## config.mk

```make
export PLATFORM = sky130hd
export DESIGN_NAME = bin2bcd_seq
export DESIGN_NICKNAME = d
export VERILOG_FILES = /design/src/rtl/bin2bcd_seq.sv
export SDC_FILE = /design/constraint.sdc
export NUM_CORES = 1
export LEC_CHECK = 0
export ABC_AREA = 1
export CAP_MARGIN = 0
export CORE_AREA = 2 2 81 102
export CTS_BUF_LIST = sky130_fd_sc_hd__clkbuf_4 sky130_fd_sc_hd__clkbuf_8
export DETAILED_ROUTE_END_ITERATION = 8
export DIE_AREA = 0 0 83 104
export PLACE_DENSITY = 0.78
export SYNTH_ARGS = -nofsm -noshare
export SYNTH_HDL_FRONTEND = slang
export SYNTH_SLANG_ARGS = --single-unit
```

## constraint.sdc

```tcl
create_clock -name clk -period 1.8 [get_ports clk]
set_clock_uncertainty 0.2 [all_clocks]
set_input_delay 0.27 -clock clk [delete_from_list [all_inputs] [get_ports clk]]
set_output_delay 0.27 -clock clk [all_outputs]
set_load 0.01 [all_outputs]
```

## src/rtl/bin2bcd_seq.sv

```systemverilog
// rtl/bin2bcd_seq.sv - multi-cycle shift-add-3 binary to BCD converter with sign, overflow and blanking
module bin2bcd_seq #(
  parameter int BIN_W  = 18,
  parameter int DIGITS = 6
) (
  input  logic                  clk,
  input  logic                  rst_n,
  input  logic                  start,
  input  logic [BIN_W-1:0]      bin,
  input  logic                  signed_mode,
  output logic                  ready,
  output logic                  done,
  output logic [4*DIGITS-1:0]   bcd,
  output logic                  neg,
  output logic                  overflow,
  output logic [DIGITS-1:0]     blank
);

  localparam int CNT_W = $clog2(BIN_W + 1);
  localparam logic [DIGITS-1:0] BLANK_RST = {DIGITS{1'b1}} << 1;

  typedef enum logic [1:0] {IDLE, SHIFT, FINISH} state_t;

  state_t              state, state_nxt;
  logic [BIN_W-1:0]    mag;
  logic [4*DIGITS-1:0] work;
  logic [4*DIGITS-1:0] adj;
  logic                work_ovf;
  logic                work_neg;
  logic [CNT_W-1:0]    cnt;
  logic [DIGITS-1:0]   blank_nxt;
  logic                zero_above;

  always_ff @(posedge clk) begin
    if (!rst_n) state <= IDLE;
    else        state <= state_nxt;
  end

  always_comb begin
    state_nxt = state;
    case (state)
      IDLE:    if (start) state_nxt = SHIFT;
      SHIFT:   if (cnt == CNT_W'(1)) state_nxt = FINISH;
      FINISH:  state_nxt = IDLE;
      default: state_nxt = IDLE;
    endcase
  end

  always_comb begin
    ready = (state == IDLE);
  end

  // Digits 5..9 become 8..12 so the following shift carries into the next digit.
  always_comb begin
    adj = '0;
    for (int d = 0; d < DIGITS; d++) begin
      adj[4*d +: 4] = (work[4*d +: 4] >= 4'd5) ? work[4*d +: 4] + 4'd3 : work[4*d +: 4];
    end
  end

  always_comb begin
    blank_nxt  = '0;
    zero_above = 1'b1;
    for (int i = DIGITS - 1; i >= 1; i--) begin
      zero_above   = zero_above & (work[4*i +: 4] == 4'd0);
      blank_nxt[i] = zero_above;
    end
  end

  always_ff @(posedge clk) begin
    if (!rst_n) begin
      mag      <= '0;
      work     <= '0;
      work_ovf <= 1'b0;
      work_neg <= 1'b0;
      cnt      <= '0;
      done     <= 1'b0;
      bcd      <= '0;
      neg      <= 1'b0;
      overflow <= 1'b0;
      blank    <= BLANK_RST;
    end else begin
      done <= 1'b0;
      case (state)
        IDLE: begin
          if (start) begin
            mag      <= (signed_mode && bin[BIN_W-1]) ? (~bin + 1'b1) : bin;
            work_neg <= signed_mode & bin[BIN_W-1];
            work     <= '0;
            work_ovf <= 1'b0;
            cnt      <= CNT_W'(BIN_W);
          end
        end
        SHIFT: begin
          // A carry out of the top digit is a multiple of 10^DIGITS lost; record it as overflow.
          work     <= {adj[4*DIGITS-2:0], mag[BIN_W-1]};
          work_ovf <= work_ovf | adj[4*DIGITS-1];
          mag      <= {mag[BIN_W-2:0], 1'b0};
          cnt      <= cnt - 1'b1;
        end
        FINISH: begin
          bcd      <= work;
          overflow <= work_ovf;
          neg      <= work_neg;
          blank    <= blank_nxt;
          done     <= 1'b1;
        end
        default: ;
      endcase
    end
  end

endmodule

```

==> results by group, run 1 <==
Worst setup path
  – Crit-path slowest cell: sky130_fd_sc_hd__dfxtp_1
  – Critical-path cell list: inv_1 > nand2_2 > inv_1 > dlygate4sd2_1
  – Cell type group with the largest total delay on the critical path: flip-flops
  – Worst Path Class, Setup: register to output pin
  – Arrival time of the worst setup path: around 1.3 ns
  – CP startpoint kind: register
  – Biggest cell delay along the critical path: 0.40 ns
  – Required time of the worst setup path: 1.33 ns
  – Worst-path fanout max: 3
  – Capturing element type of the critical path: output pin
  – Buf+Inv Stages, Crit Path: 3
  – Most used cell, CP: sky130_fd_sc_hd__inv_1

Floorplan
  – Boundary pin count: 56
  – Core Area: 7700 µm²
  – Die area: 8630 µm²
  – Initial core utilization: ~53%
  – Chip Width: 83 µm
  – Die Y-Extent: 104 µm
  – Row cnt: 36

Power
  – Internal power consumption: slightly below 3 mW
  – LEAKAGE: 2.11 nW
  – Sequential share of power: 49.4%
  – Clock power frac: 34.6%
  – Total power per unit cell area: between 700 and 800 nW/µm²
  – Net switching fraction of the power: 26.3%
  – Net load switching power: 1.04 mW
  – Combinational Power Share: 16.0%
  – Maximum VDD drop: 0.000443 V

Place
  – Post-DP HPWL: 6.54 mm
  – Final weighted congestion in routability-driven placement: 0.817
  – Placed Cells incl. Taps: 716
  – # port buffers: 54

Global routing
  – Largest net degree at the start of global routing: 33
  – Overall fraction of global-route tracks in use: 21.1%
  – Global-route wire length before repair: 15.1 mm
  – Overflow left after global routing: 0
  – Number of global-route vias before repair: around 3.5k
  – Number of antenna violations at the first check in global routing: 0

Synth
  – Mean cell area of the mapped netlist: 7.26 µm²
  – Synthesized flop and latch total: slightly above 80
  – Yosys top cell area share: roughly two fifths
  – Distinct cell type count after synthesis: 35
  – Number of enable flip-flop cells after synthesis: 0
  – Share of synthesized registers carrying an async set or reset: 0%
  – Portion of the post-synthesis area used by sequential elements: 40.6%
  – Area of the mapped netlist: 4090 µm²
  – Gate count of the mapped netlist: 564
  – Primary FF master, synth: sky130_fd_sc_hd__dfxtp_1
  – Ys Warns: 0
  – Top cell type by total area after synthesis: sky130_fd_sc_hd__dfxtp_1
  – Leading cell types by total area after synthesis: sky130_fd_sc_hd__dfxtp_1, sky130_fd_sc_hd__nand2_1, sky130_fd_sc_hd__a21oi_1, sky130_fd_sc_hd__o21ai_0, sky130_fd_sc_hd__ha_1
  – Total nets after synthesis: 605
  – Most frequent cells after synthesis: sky130_fd_sc_hd__nand2_1, sky130_fd_sc_hd__dfxtp_1, sky130_fd_sc_hd__a21oi_1
  – Most common cell in the synthesized netlist: sky130_fd_sc_hd__nand2_1

Timing
  – Pins Over Slew Limit: 0
  – Final number of setup-violating endpoints: 0
  – Final Hold Slack: 0.259 ns
  – F_max: about 0.58 GHz
  – Final Cycle Share: 96.3%
  – Min Tclk post-route: 1.73 ns
  – Hold Fails Final Rpt: 0

Route
  – Avg WL per Cell: 12.2 µm
  – Initial drt markers: 146
  – Via Count: 3,910
  – Average via count per standard cell: 5.31
  – Number of antenna-violating nets in the routed design: 0
  – Router iterations before antenna repair: 4
  – Number of remaining DRC errors: 0
  – Drt total wl: approximately 9 mm

Clock tree
  – Number of CTS-inserted buffers: 9
  – Reg clk slew, reported paths: 0.08 ns
  – Source-to-sink clock delay at the later pin of the worst-skew pair: 0.36 ns
  – Clk sink count: 83
  – H-tree Lvls: 3
  – Clock tree from TritonCTS: yes
  – Cell chosen for the clock root: sky130_fd_sc_hd__clkbuf_8
  – Bufs on Longest Clock Path: 2

Min path
  – Class of the tightest hold or removal check: register to register

Cells and area
  – Final antenna diode count: 0
  – Final core area utilization: about two thirds
  – Post-layout nets: 678
  – Final cell count without fillers: 737
  – Synth-to-Final Area Change: 25.7%
  – Fraction of layout instances using a drive strength above 1: 12.8%
  – Filler cell count in the final layout: 670

Flow run
  – Max-cap check violation count: 0

Outcome
  – Result of the run: finished, final reports clean
power by group through the flow:
stage	clock [mW]	sequential, mW	combinational, mW
after floorplan	0	2.00	0.408
after global placement	0	2.00	0.622
after detailed placement	0	2.00	0.635
after CTS	1.41	1.96	0.634
after global routing	1.47	1.97	0.705
final	1.37	1.96	0.634
layout make-up:
cell class	count	area, µm²	share of cell area [%]
clock buffer	14	168	3.26
clock inverter	2	35.0	0.681
inverter	64	240	4.67
multi-input combinational	392	2110	40.9
sequential	83	1670	32.4
tap	95	119	2.31
timing repair buffer	87	812	15.8
stage by stage:
step	cell area, µm²	setup TNS, ns	worst slack [ns]	power (mW)
4_1_cts	5060	0	0.0267	4.00
5_1_grt	5150	-0.00697	-0.00624	4.14
3_5_place_dp	4860	-2.06	-0.279	2.64
3_3_place_gp	4860	-1.25	-0.215	2.62
2_1_floorplan	4090	0	0.246	2.41
6_report	5150	0	0.0657	3.96
logic make-up (layout without fill, tap and decap cells):
kind of cell | after synthesis | in the layout | share of synthesized area [%]
AOI/OAI and AO/OA | 159 | 159 | 21.4
xor gates and xnor gates | 3 | 3 | 0.642
adders and majority gates | 19 | 19 | 5.81
buffers and inverters | 89 | 167 | 9.02
DFF | 83 | 83 | 40.6
other | 1 | 1 | 0.0916
and+or+nand+nor | 210 | 210 | 22.4
per-layer routing:
| layer | vias up | wire (µm) | GRT usage, % |
|---|---|---|---|
| met2 | 86 | 4640 | 37.6 |
| met3 | 10 | 316 | 3.41 |
| li1 | 2027 | - | - |
| met5 | - | 0 | 0 |
| met4 | 0 | 157 | 11.8 |
| met1 | 1787 | 3860 | 23.5 |
worst min-delay path: cells and delay by family, from the launching register on:
kind                   cells  cell delay, ns
flip-flops                 1            0.30
buffers and inverters      1            0.06
AO/OA/AOI/OAI              1            0.06
what timing repair did:
| action | in CTS | in global routing |
|---|---|---|
| setup endpoints to repair | 1 | 14 |
| pin swaps | 0 | 4 |
| hold buffers | 0 | 0 |
| gates resized for setup | 1 | 21 |
| setup buffers | 0 | 5 |
cell usage in the layout (no fill, tap or decap), drive strengths merged, types with 3 or more instances in the layout:
master	n
nand3	43
nand2	105
a22oi	12
nor2	51
a31oi	5
nor3	4
a21oi	75
nand4	5
dfxtp	83
o22ai	3
a211oi	4
clkbuf	14
clkdlybuf4s50	53
inv	63
o21ai	53
ha	19
buf	33
o2111ai	3
final timing paths:
kind,cells past startpoint,endpoint,from,slack [ns]
max,4,ready,state[1],0.07
min,2,neg,work_neg,0.26
min reg2reg,2,neg,work_neg,0.26
max reg2reg,10,work[14],work[12],0.11
state kept, by name (all words and copies together) (netlist names):
register	count
work_ovf	1
overflow	1
state	2
neg	1
cnt	5
work_neg	1
blank	5
work	24
mag	18
bcd	24
done	1
Power figures use the tool's default switching activity.
==> inputs of run 2 (changes only) <==
CORE_AREA = 2 2 82 100   (was 2 2 81 102)
DIE_AREA = 0 0 84 102   (was 0 0 83 104)
PLACE_DENSITY = 0.79   (was 0.78)
==> run 2 against run 1 <==
  * Final cell count fell by 0.81%
  * Via count increased by 1.3%
  * First-iteration DRC count grew 55%
  * Sequential power about the same
  * Worst hold slack worse by 0.0017 ns
  * Power down 3.6%
  * Utilization up 0.55 points
  * Worst setup slack worse by 0.0015 ns
  * Sequential share of layout area rose by 0.34 points
  * Non-clock buffer count fell by 3
  * Critical path depth up 6
  * Largest cell class unchanged
==> results by group, run 2 (synthesis gave the netlist of run 1 again) <==
Outcome
  – Result of the run: finished, final reports clean

Power
  – Maximum VDD drop: 0.000455 V (+2.9%)
  – Sequential share of power: 51.2% (+1.8 points)
  – Total Power: 3.82 mW (-3.6%)
  – Internal power consumption: 2.77 mW (-5.3%)
  – Net load switching power: 1.05 mW (+1.1%)
  – Total power per unit cell area: 749 nW/µm² (-2.8%)
  – Net switching fraction of the power: 27.6% (+1.3 points)
  – LEAKAGE: 2.08 nW (-1.2%)
  – Clock power frac: 32.1% (-2.5 points)
  – Combinational Power Share: 16.7% (+0.7 points)

Timing
  – Final Hold Slack: 0.258 ns (-0.00165 ns)
  – Hold Fails Final Rpt: 0 (unchanged)
  – Min Tclk post-route: 1.74 ns (+0.00154 ns)
  – Unrepaired setup endpoints after global routing: true
  – Final Cycle Share: 96.4% (about the same)
  – Pins Over Slew Limit: 0 (unchanged)
  – Final number of setup-violating endpoints: 0 (unchanged)
  – F_max: 0.576 GHz (about the same)

Floorplan
  – Row cnt: 35 (-2.8%)
  – Boundary pin count: 56 (unchanged)
  – Chip Width: 84 µm (+1.2%)
  – Initial core utilization: 54.0% (+0.89 points)
  – Core Area: 7580 µm² (-1.6%)
  – Die Y-Extent: 102 µm (-1.9%)
  – Die area: 8570 µm² (-0.74%)

Global routing
  – GRT met1 Usage: 24.6% (+1.1 points)
  – Global-route wire length before repair: 16.0 mm (+6.2%)
  – Number of global-route vias before repair: 3,812 (+7.4%)
  – Met2 routing resource usage after global routing: 43.0% (+5.4 points)
  – Overflow left after global routing: 0 (unchanged)
  – Number of antenna violations at the first check in global routing: 0 (unchanged)
  – Met3 GRT Util: 3.72% (+0.30 points)
  – Top Usage Layer GRT: met2
  – Largest net degree at the start of global routing: 39 (+18%)
  – Overall fraction of global-route tracks in use: 22.7% (+1.6 points)

Cells and area
  – Final design instance area without fill: 5100 µm² (-0.83%)
  – Fraction of layout instances using a drive strength above 1: 12.4% (-0.41 points)
  – Commonest non-fill, non-tap cell in the layout: sky130_fd_sc_hd__nand2_1
  – Largest registers in the final layout: bcd (24), work (24), mag (18)
  – Post-layout nets: 675 (-0.44%)
  – Final antenna diode count: 0 (unchanged)
  – Commonest cells after routing, fill and taps aside: sky130_fd_sc_hd__nand2_1, sky130_fd_sc_hd__dfxtp_1, sky130_fd_sc_hd__a21oi_1
  – Synth-to-Final Area Change: 24.7%

Worst setup path
  – Arrival time of the worst setup path: 1.83 ns (+0.57 ns)
  – Capturing element type of the critical path: register
  – Cell type group with the largest total delay on the critical path: simple AND/OR/NAND/NOR gates
  – Number of gates on the worst path with buffers counted: 10 (+6)
  – Buf+Inv Stages, Crit Path: 3 (unchanged)
  – Crit-path slowest cell: sky130_fd_sc_hd__dfxtp_4
  – Worst-path fanout max: 5 (+2)
  – Biggest cell delay along the critical path: 0.37 ns (-0.03 ns)
  – Required time of the worst setup path: 1.89 ns (+0.56 ns)
  – CP startpoint kind: register
  – Worst Path Class, Setup: register to register
  – Logic depth of the worst register-to-register path: 10 (unchanged)
  – Critical-path cell list: inv_4 > ha_4 > inv_2 > nor2_1 > inv_1 > nor3_2 > nand3_1 > nor2_2 > nand3_2 > o21ai_1

Clock tree
  – Number of hold-repair buffers added at the cts stage: 0 (unchanged)
  – Reg clk slew, reported paths: 0.08 ns (about the same)
  – Cell chosen for the clock root: sky130_fd_sc_hd__clkbuf_8
  – Clk sink count: 83 (unchanged)
  – Bufs on Longest Clock Path: 2 (unchanged)
  – Number of CTS-inserted buffers: 9 (unchanged)
  – Source-to-sink clock delay at the later pin of the worst-skew pair: 0.35 ns (about the same)
  – H-tree Lvls: 3 (unchanged)
  – Clock tree from TritonCTS: yes

Place
  – # port buffers: 54 (unchanged)
  – Post-DP HPWL: 6.68 mm (+2.1%)
  – Final weighted congestion in routability-driven placement: 0.853 (+4.5%)
  – Placement Cell Area: 4870 µm² (+0.18%)

Route
  – Drt total wl: 9.24 mm (+2.9%)
  – Number of antenna-violating nets in the routed design: 0 (unchanged)
  – Avg WL per Cell: 12.6 µm (+3.7%)
  – Initial drt markers: 226 (+55%)
  – Number of remaining DRC errors: 0 (unchanged)
  – Average via count per standard cell: 5.42 (+2.1%)
  – Router iterations before antenna repair: 5 (+1)
  – Via Count: 3,961 (+1.3%)

Flow run
  – Max-cap check violation count: 0 (unchanged)

Min path
  – Instance count along the most critical hold path: 2 (unchanged)
  – Class of the tightest hold or removal check: register to register
-- run 2: cell type report --
cell class	instances	area, µm²
Tap cell	92	115
Clock inverter	4	25.0
Multi-Input combinational cell	392	2090
Timing Repair Buffer	84	802
Inverter	64	243
Sequential cell	83	1670
Fill cell	659	2470
Clock buffer	12	159
-- run 2: final timing paths --
| path | endpoint | from | slack, ns |
|---|---|---|---|
| worst min-delay path | overflow | work_ovf | 0.26 |
| worst max register to register | blank[1] | work[20] | 0.06 |
| worst max-delay path | blank[1] | work[20] | 0.06 |
| worst min register to register | overflow | work_ovf | 0.26 |
-- run 2: metal layers --
layer | wire length [µm] | up-vias
li1 | - | 2018
met1 | 3870 | 1823
met2 | 4740 | 97
met3 | 367 | 23
met4 | 257 | 0
met5 | 0 | -
-- run 2: timing repair --
| action | in CTS | in global routing |
|---|---|---|
| pin swaps | 0 | 5 |
| resized for setup | 2 | 22 |
| setup endpoints to repair | 1 | 12 |
| buffers inserted | 0 | 2 |
-- run 2: through the flow --
step	setup slack (ns)	TNS [ns]	util [%]	cells
after floorplan	0.246	0	-	564
after global placement	-0.205	-1.52	64.2	713
after detailed placement	-0.277	-2.46	64.2	713
after CTS	0.0108	0	66.7	729
after global routing	-0.0681	-0.117	67.4	731
final	0.0642	0	67.4	731
-- run 2: power groups by stage --
stage          clock network (mW)  logic (mW)  registers (mW)
2_1_floorplan                   0       0.408            2.00
3_3_place_gp                    0       0.623            2.00
3_5_place_dp                    0       0.639            2.00
4_1_cts                      1.25       0.640            1.96
5_1_grt                      1.35       0.714            1.97
6_report                     1.23       0.640            1.96
-- run 2: tightest hold or removal path, cell delays in order, from the launching register on --
cell and delay [ns]:
sky130_fd_sc_hd__dfxtp_1 0.30, sky130_fd_sc_hd__inv_1 0.06, sky130_fd_sc_hd__a21oi_1 0.05
==> inputs of run 3 (changes only) <==
CORE_AREA = 2 2 96 116   (was 2 2 82 100)
DIE_AREA = 0 0 98 118   (was 0 0 84 102)
PLACE_DENSITY = not set   (was 0.79)
==> run 3 against run 2 <==
  * Sequential cell count unchanged
  * Maximum frequency about the same
  * Worst setup slack improved by 0.0016 ns
  * First-iteration DRC count is 48% lower
  * Sequential share of layout area fell by 0.80 points
  * Highest routed layer unchanged
  * Largest cell class unchanged
  * Non-clock buffer count grew 5
  * Combinational power is essentially flat
  * Clock power rose by 11%
==> results by group, run 3 (synthesis gave the netlist of run 1 again) <==
Worst setup path
  – Cell type group with the largest total delay on the critical path: buffers and inverters
  – Buf+Inv Stages, Crit Path: 1 (-2)
  – Required time of the worst setup path: 1.33 ns (-0.56 ns)
  – Worst-path fanout max: 2 (-3)
  – Capturing element type of the critical path: output pin
  – CP startpoint kind: register
  – Critical-path cell list: clkdlybuf4s50_1
  – Arrival time of the worst setup path: 1.26 ns (-0.57 ns)
  – Crit-path slowest cell: sky130_fd_sc_hd__clkdlybuf4s50_1
  – Biggest cell delay along the critical path: 0.55 ns (+0.18 ns)
  – Worst Path Class, Setup: register to output pin

Place
  – Placement Cell Area: 4960 µm² (+1.9%)
  – Post-DP HPWL: 6.71 mm (+0.39%)
  – # port buffers: 54 (unchanged)
  – Final weighted congestion in routability-driven placement: 0.818 (-4.2%)

Flow run
  – Max-cap check violation count: 0 (unchanged)

Floorplan
  – Boundary pin count: 56 (unchanged)
  – Chip Width: 98 µm (+17%)
  – Die area: 11,600 µm² (+35%)
  – Row cnt: 41 (+17%)
  – Initial core utilization: 39.3% (-15 points)
  – Die Y-Extent: 118 µm (+16%)
  – Core Area: 10,400 µm² (+37%)

Cells and area
  – Final design instance area without fill: 5220 µm² (+2.3%)
  – Reg area: 1670 µm² (-0.22%)
  – Filler cell count in the final layout: 1,018 (+54%)
  – Commonest cells after routing, fill and taps aside: sky130_fd_sc_hd__nand2_1, sky130_fd_sc_hd__dfxtp_1, sky130_fd_sc_hd__a21oi_1
  – Fraction of layout instances using a drive strength above 1: 13.2% (+0.86 points)
  – Largest registers in the final layout: bcd (24), work (24), mag (18)
  – Final core area utilization: 50.1% (-17 points)
  – Synth-to-Final Area Change: 27.5%
  – Multi-input gate area in the final layout: 2110 µm² (+1.0%)
  – Post-layout nets: 680 (+0.74%)
  – Final antenna diode count: 0 (unchanged)
  – Commonest non-fill, non-tap cell in the layout: sky130_fd_sc_hd__nand2_1

Clock tree
  – Source-to-sink clock delay at the later pin of the worst-skew pair: 0.36 ns (about the same)
  – Bufs on Longest Clock Path: 2 (unchanged)
  – Number of hold-repair buffers added at the cts stage: 0 (unchanged)
  – Cell chosen for the clock root: sky130_fd_sc_hd__clkbuf_8
  – H-tree Lvls: 3 (unchanged)
  – Clk sink count: 83 (unchanged)
  – Clock tree from TritonCTS: yes
  – Reg clk slew, reported paths: 0.08 ns (about the same)
  – Number of CTS-inserted buffers: 9 (unchanged)

Global routing
  – Number of antenna violations at the first check in global routing: 0 (unchanged)
  – Largest net degree at the start of global routing: 43 (+10%)
  – Number of global-route vias before repair: 3,477 (-8.8%)
  – Overall fraction of global-route tracks in use: 16.4% (-6.3 points)
  – Overflow left after global routing: 0 (unchanged)
  – Global-route wire length before repair: 15.9 mm (-1.2%)

Outcome
  – Result of the run: finished, final reports clean

Route
  – Number of antenna-violating nets in the routed design: 0 (unchanged)
  – Initial drt markers: 118 (-48%)
  – Average via count per standard cell: 4.97 (-8.4%)
  – Via Count: 3,833 (-3.2%)
  – Number of remaining DRC errors: 0 (unchanged)
  – Router iterations before antenna repair: 4 (-1)
  – Avg WL per Cell: 12.0 µm (-4.8%)
  – Drt total wl: 9.29 mm (+0.55%)

Timing
  – Hold Fails Final Rpt: 0 (unchanged)
  – F_max: 0.577 GHz (about the same)
  – Pins Over Slew Limit: 0 (unchanged)
  – Unrepaired setup endpoints after global routing: false
  – Final Cycle Share: 96.3% (about the same)
  – Min Tclk post-route: 1.73 ns (-0.00159 ns)
  – Final number of setup-violating endpoints: 0 (unchanged)

Power
  – Total power per unit cell area: 761 nW/µm² (+1.6%)
  – LEAKAGE: 2.12 nW (+1.6%)
  – Maximum VDD drop: 0.000332 V (-27%)

Min path
  – Class of the tightest hold or removal check: register to register
## run 3: worst reg2reg max path, cell delays in order (launching register included)
cell	delay, ns
sky130_fd_sc_hd__dfxtp_2	0.34
sky130_fd_sc_hd__inv_2	0.05
sky130_fd_sc_hd__ha_2	0.16
sky130_fd_sc_hd__inv_2	0.04
sky130_fd_sc_hd__nor2_2	0.11
sky130_fd_sc_hd__inv_2	0.06
sky130_fd_sc_hd__nor3_4	0.19
sky130_fd_sc_hd__nand3_2	0.12
sky130_fd_sc_hd__nor2_2	0.15
sky130_fd_sc_hd__nand3_2	0.09
sky130_fd_sc_hd__o21ai_1	0.12
## run 3: metrics by stage
stage	setup slack [ns]	power [mW]	TNS (ns)	hold slack, ns	std cells
finish	0.0658	3.97	0	0.256	772
global route	0.000442	4.17	0	0.297	772
CTS	0.0299	4.03	0	0.264	771
detailed placement	-0.290	2.65	-2.47	0.246	756
global placement	-0.222	2.64	-1.59	0.242	756
floorplan	0.246	2.41	0	0.217	564
## run 3: path summary, 6_finish.rpt
kind | startpoint | end | slack (ns) | cells after the start
setup / recovery | neg | neg | 0.07 | 1
hold / removal | work_ovf | overflow | 0.26 | 2
hold reg to reg | work_ovf | overflow | 0.26 | 2
setup reg to reg | work[21] | blank[1] | 0.10 | 10
## run 3: layout make-up
cell class / instances / area share [%]
Clock buffer: 13 / 3.19
Clock inverter: 2 / 0.671
Inverter: 64 / 4.60
Multi-Input combinational cell: 392 / 40.4
Sequential cell: 83 / 31.9
Tap cell: 129 / 3.09
Timing Repair Buffer: 89 / 16.1
## run 3: report_power, final
group          internal (mW)  switching, mW  total [mW]
clock                  0.739          0.636        1.37
combinational          0.273          0.368       0.641
sequential              1.91         0.0427        1.96
## run 3: routing by layer
layer	track usage (%)	vias up	routed length [µm]
met5	0	-	0
met4	8.16	0	213
met3	2.32	15	330
met2	27.1	76	4430
met1	20.8	1710	4320
li1	-	2032	-
## run 3: what timing repair did
action,in CTS,in global routing
endpoints found under the setup margin,1,13
pin swaps,0,6
gates resized for setup,1,26
setup buffers,0,1
